File: src/rtl/canvas_pixel_streamer.sv
// Mouse-driven 28x28 binary drawing canvas that streams its pixels in raster order
// to the CNN input interface and exports the bitmap and cursor for the VGA overlay.
module canvas_pixel_streamer #(
    parameter int GRID   = 28,
    parameter int SHIFT  = 2,
    parameter int GAP    = 0,
    parameter int BRUSH2 = 1
) (
    input  logic                 i_clk,
    input  logic                 i_rst_n,
    input  logic                 i_button_left,
    input  logic                 i_button_right,
    input  logic [8:0]           i_movement_x,
    input  logic [8:0]           i_movement_y,
    input  logic                 i_valid,
    input  logic                 i_start,
    output logic [7:0]           o_pixel,
    output logic                 o_pixel_valid,
    output logic                 o_busy,
    output logic                 o_done,
    output logic [GRID*GRID-1:0] o_canvas,
    output logic [4:0]           o_cursor_col,
    output logic [4:0]           o_cursor_row
);
    localparam int NPIX  = GRID * GRID;
    localparam int BIT_W = $clog2(NPIX);
    localparam int IDX_W = $clog2(NPIX + 1);
    localparam int GAP_W = (GAP > 0) ? $clog2(GAP + 1) : 1;
    localparam logic signed [11:0] FINE_MAX  = 12'((GRID << SHIFT) - 1);
    localparam logic signed [11:0] FINE_HOME = 12'((GRID / 2) << SHIFT);

    typedef enum logic {S_DRAW, S_STREAM} state_t;

    state_t             state_q, state_d;
    logic signed [11:0] fine_x_q, fine_x_d, fine_y_q, fine_y_d;
    logic [NPIX-1:0]    canvas_q, canvas_d;
    logic [IDX_W-1:0]   idx_q, idx_d;
    logic [GAP_W-1:0]   gap_q, gap_d;
    logic [7:0]         pixel_q, pixel_d;
    logic               pixel_valid_q, pixel_valid_d;
    logic               busy_q, busy_d;
    logic               done_q, done_d;
    logic signed [11:0] dx_ext, dy_ext;
    int                 cur_col, cur_row;

    function automatic logic signed [11:0] sat_fine(input logic signed [11:0] v);
        if (v < 12'sd0) return 12'sd0;
        if (v > FINE_MAX) return FINE_MAX;
        return v;
    endfunction

    assign dx_ext = {{3{i_movement_x[8]}}, i_movement_x};
    assign dy_ext = {{3{i_movement_y[8]}}, i_movement_y};

    always_comb begin
        state_d       = state_q;
        canvas_d      = canvas_q;
        idx_d         = idx_q;
        gap_d         = gap_q;
        pixel_d       = pixel_q;
        pixel_valid_d = 1'b0;
        busy_d        = busy_q;
        done_d        = 1'b0;
        fine_x_d      = fine_x_q;
        fine_y_d      = fine_y_q;
        cur_col       = int'(fine_x_q >>> SHIFT);
        cur_row       = int'(fine_y_q >>> SHIFT);

        // Mouse y grows upward while canvas rows grow downward.
        if (i_valid) begin
            fine_x_d = sat_fine(fine_x_q + dx_ext);
            fine_y_d = sat_fine(fine_y_q - dy_ext);
        end

        case (state_q)
            S_DRAW: begin
                if (i_start) begin
                    state_d       = S_STREAM;
                    busy_d        = 1'b1;
                    pixel_valid_d = 1'b1;
                    pixel_d       = canvas_q[0] ? 8'd255 : 8'd0;
                    idx_d         = IDX_W'(1);
                    gap_d         = GAP_W'(GAP);
                end else if (i_button_right) begin
                    canvas_d = '0;
                end else if (i_button_left) begin
                    for (int r = 0; r < GRID; r++) begin
                        for (int c = 0; c < GRID; c++) begin
                            if (r >= cur_row && r <= cur_row + BRUSH2 &&
                                c >= cur_col && c <= cur_col + BRUSH2) begin
                                canvas_d[BIT_W'(r * GRID + c)] = 1'b1;
                            end
                        end
                    end
                end
            end
            S_STREAM: begin
                if (gap_q != '0) begin
                    gap_d = gap_q - GAP_W'(1);
                end else if (idx_q == IDX_W'(NPIX)) begin
                    state_d = S_DRAW;
                    busy_d  = 1'b0;
                    done_d  = 1'b1;
                    idx_d   = '0;
                end else begin
                    pixel_valid_d = 1'b1;
                    pixel_d       = canvas_q[idx_q[BIT_W-1:0]] ? 8'd255 : 8'd0;
                    idx_d         = idx_q + IDX_W'(1);
                    gap_d         = GAP_W'(GAP);
                end
            end
            default: state_d = S_DRAW;
        endcase
    end

    always_ff @(posedge i_clk or negedge i_rst_n) begin
        if (!i_rst_n) begin
            state_q       <= S_DRAW;
            canvas_q      <= '0;
            fine_x_q      <= FINE_HOME;
            fine_y_q      <= FINE_HOME;
            idx_q         <= '0;
            gap_q         <= '0;
            pixel_q       <= 8'd0;
            pixel_valid_q <= 1'b0;
            busy_q        <= 1'b0;
            done_q        <= 1'b0;
        end else begin
            state_q       <= state_d;
            canvas_q      <= canvas_d;
            fine_x_q      <= fine_x_d;
            fine_y_q      <= fine_y_d;
            idx_q         <= idx_d;
            gap_q         <= gap_d;
            pixel_q       <= pixel_d;
            pixel_valid_q <= pixel_valid_d;
            busy_q        <= busy_d;
            done_q        <= done_d;
        end
    end

    assign o_pixel       = pixel_q;
    assign o_pixel_valid = pixel_valid_q;
    assign o_busy        = busy_q;
    assign o_done        = done_q;
    assign o_canvas      = canvas_q;
    assign o_cursor_col  = fine_x_q[SHIFT+4:SHIFT];
    assign o_cursor_row  = fine_y_q[SHIFT+4:SHIFT];
endmodule

File: config.mk
export PLATFORM = sky130hd
export DESIGN_NAME = canvas_pixel_streamer
export DESIGN_NICKNAME = d
export VERILOG_FILES = /design/src/rtl/canvas_pixel_streamer.sv
export SDC_FILE = /design/constraint.sdc
export NUM_CORES = 1
export LEC_CHECK = 0
export BUFFER_PORTS_ARGS = -buffer_cell sky130_fd_sc_hd__clkbuf_2
export CAP_MARGIN = 30
export CORE_AREA = 4 4 325 327
export CTS_BUF_LIST = sky130_fd_sc_hd__clkbuf_8
export DETAILED_ROUTE_END_ITERATION = 12
export DIE_AREA = 0 0 329 331
export GPL_ROUTABILITY_DRIVEN = 0
export HOLD_SLACK_MARGIN = 0.03
export PLACE_DENSITY = 0.45
export RECOVER_POWER = 25
export SYNTH_ARGS = -nofsm -noshare
export SYNTH_HDL_FRONTEND = slang
export SYNTH_SLANG_ARGS = --single-unit
File: constraint.sdc
create_clock -name i_clk -period 3.5 [get_ports i_clk]
set_clock_uncertainty 0.2 [all_clocks]
set_input_delay 0.175 -clock i_clk [delete_from_list [all_inputs] [get_ports i_clk]]
set_output_delay 0.175 -clock i_clk [all_outputs]
set_load 0.02 [all_outputs]
==> impl_metrics.toml <==
[critical_path]
cp_slowest_stage_delay_ns = 0.81
worstPathArrival_ns = 3.83
worst_path_most_repeated_cell = "dlygate4sd3_1"
crit_path_top_delay_cell = "dfstp_2"
regToRegSetupSlack_ns = 0.15
cp-start-kind = "flop"
critPathCaptureType = "flop"
r2r_end = "fine_y_q[5]"
crit-reg2reg-launch = "fine_y_q[5]"
worstSetupEndpoint = "fine_y_q[5]"
path_cells = "ha_1 > or3_1 > o32ai_1 > dlygate4sd3_1 > nor2_1 > dlygate4sd3_1 > a2bb2oi_1"
crit_fanout = 17
crit_type = "flop to flop"
startpoint = "fine_y_q[5]"
worstRegToRegCells = 7
required_ns = 3.98

[yosys]
syn_inst = 2841
synth_top_area_cell = "dfrtp_1"
synthFlopType = "dfrtp_1"
synth_common_cells = "dfrtp_1 (542), nor2_1 (537), a21oi_1 (516)"
synthDistinctLibCells = 87
synth_area_leaders = "dfrtp_1 (47%), a21oi_1 (9.0%), buf_4 (8.0%), mux4_2 (7.1%), nor2_1 (7.0%)"
synth_top_area_frac = 0.4729
ys_ff_latch = 548
postSynth.asyncResetShare = 1.000
ys_warn_count = 0
yosys.cell_count.top_type = "dfrtp_1"
synth_edf_count = 0
syn_area_per_cell_um2 = 10.09
syn-cell-area_um2 = 28680
ys_seq_area_frac = 0.4784

[outcome]
outcome = "completed"

[timing]
slew_headroom = 0.04597
tightest_slew_ns = 1.431
finalCritPeriodShare = 0.9570
timing.fmax_mhz = 298.6
hold_viol_final = 0
slew_violations = 0
finalWorstSetupSlack_ns = 0.1505
setup-tns-final_ns = 0
fin_crit_ns = 3.350
holdWs_ns = 0.1146
setup_viol = 0
rsz0062_at_grt = "false"

[pwr]
swShare = 0.3778
p_per_area_nw_per_um2 = 520.8
combPwrFrac = 0.276
peakVddDrop_mv = 0.3638
seqPwrFrac = 0.377
p_leak_nw = 18.26
p_sw_w = 0.006949
clockPowerShare = 0.347
internal-power_w = 0.01144

[floorplan]
initial_core_util = 0.2787
io_pins = 829
die_w_um = 329
rows = 118
dieArea_um2 = 108900
coreArea_um2 = 102900
fp.dieH_um = 331

[grt]
grt_pass1_vias = 23710
grt_max_degree = 184
track_usage = 0.2361
grt_pass1_wl_um = 185400
antenna_found_initial = 4
gr-total-overflow = 0

[route]
first_iter_violations = 1976
avgRoutedWirePerCell_um = 27.17
routed_wl_um = 133900
ant_nets = 0
viasPerCell = 5.019
drt-pass1-iter-count = 5
vias = 24730
drc = 0

[finish]
layout-drive-gt1-share = 0.2916
fillers = 10660
nNetsFinal = 3527
syn_to_final_growth_pct = 23.13
post-route-util = 0.3432

[clock_network]
cts_tree = "built"
cts-root-buf = "clkbuf_8"
h-tree-depth = 3
path_clk_slew_ns = 0.07
clkSinkCount = 548
cts_buffer_depth = 3
clk_latency_ns = 0.79
postCtsSetupRepairBufs = 0
numCtsBuffers = 103

[hold_path]
hold_path.class = "input port to flop"

[placed_design]
pre_cts_ws_ns = 0.1289
portBuffers = 556
dpl.hpwl_um = 95350

[flow_run]
drv_cap = 0
## metrics by stage
stage | area [um2] | cells | total power [W]
floorplan | 29700 | 3112 | 0.009992
global placement | 33000 | 4711 | 0.01210
detailed placement | 33050 | 4714 | 0.01209
CTS | 35410 | 4923 | 0.01864
global route | 35310 | 4927 | 0.01919
finish | 35310 | 4927 | 0.01839
## repair_timing
action | 4_1_cts | 5_1_grt
resized for setup | 0 | 3
hold endpoints to repair | 615 | 0
hold buffers | 28 | 0
endpoints found under the setup margin | 0 | 104
## worst min path at each step
| stage | startpoint | end | depth (start not counted) |
|---|---|---|---|
| finish | i_movement_y[7] | fine_y_q[4] | 6 |
| global route | i_movement_y[0] | fine_y_q[0] | 5 |
| CTS | i_movement_y[7] | fine_y_q[4] | 6 |
| detailed placement | i_rst_n | o_canvas[445] | 1 |
| global placement | i_rst_n | o_canvas[445] | 1 |
| floorplan | i_rst_n | fine_x_q[0] | 0 |
## registers in the layout, indices dropped and copies added (netlist names)
name	cells
fine_x_q	11
idx_q	10
o_pixel_valid	1
o_done	1
fine_y_q	11
o_busy	1
o_canvas	512
o_pixel	1
## worst max-delay path: cells and delay by family, from the launching register on
kind                       cells  cell delay [ns]
DFF                            1             0.81
buffers and inverters          2             1.16
AOI/OAI and AO/OA              2             0.29
adders and majority gates      1             0.41
and+or+nand+nor                2             0.41
## power by group through the flow
stage	logic (W)	registers, W	clock network (W)
4_1_cts	0.00510	0.00694	0.00660
6_report	0.00507	0.00693	0.00639
3_3_place_gp	0.00505	0.00705	0
3_5_place_dp	0.00504	0.00705	0
2_1_floorplan	0.00299	0.00700	0
5_1_grt	0.00537	0.00697	0.00686
## cells by family (layout without fill, tap and decap cells)
kind of cell             count (synthesis)  in the layout  share of synthesized area
AO/OA/AOI/OAI                          793            793                     0.1733
XOR/XNOR                                23             23                   0.007547
adder cells (fa/ha/maj)                 36             36                    0.01623
buffers and inverters                  538            969                     0.1144
flip-flops                             548            548                     0.4784
multiplexers                           181            181                     0.1027
other                                    1            276                  0.0001308
AND/OR/NAND/NOR                        721            721                     0.1072
## layer usage
layer	wire length, um	vias to the layer above	track usage	share of wire
li1	-	10700	-	-
met1	56280	12720	0.3137	0.42
met2	63270	1080	0.3808	0.47
met3	9601	227	0.05467	0.072
met4	4710	0	0.07908	0.035
met5	0	-	0	0
## placed cells by master, fill, tap and decap left out, drive strengths merged, types with 34 or more instances in the layout
cell	Yosys	final
conb	1	272
mux4	90	90
nand2	52	52
o21ai	47	47
nor2	538	538
a21oi	521	521
buf	367	157
dfrtp	542	542
ha	34	34
clkbuf	130	687
mux2i	85	85
inv	39	82
a22o	43	43
## final cells by class
class | count | area [um2] | area share
flip-flops and latches | 548 | 13730 | 0.3888
multi-input cells | 2026 | 12940 | 0.3664
repair buffers | 747 | 4701 | 0.1331
well taps | 1380 | 1727 | 0.04890
clock buffers | 124 | 1707 | 0.04833
clock inverters | 57 | 346.6 | 0.009815
inverters | 41 | 153.9 | 0.004358
diodes | 4 | 10.01 | 0.0002835
(Power assumes the default switching activity.)
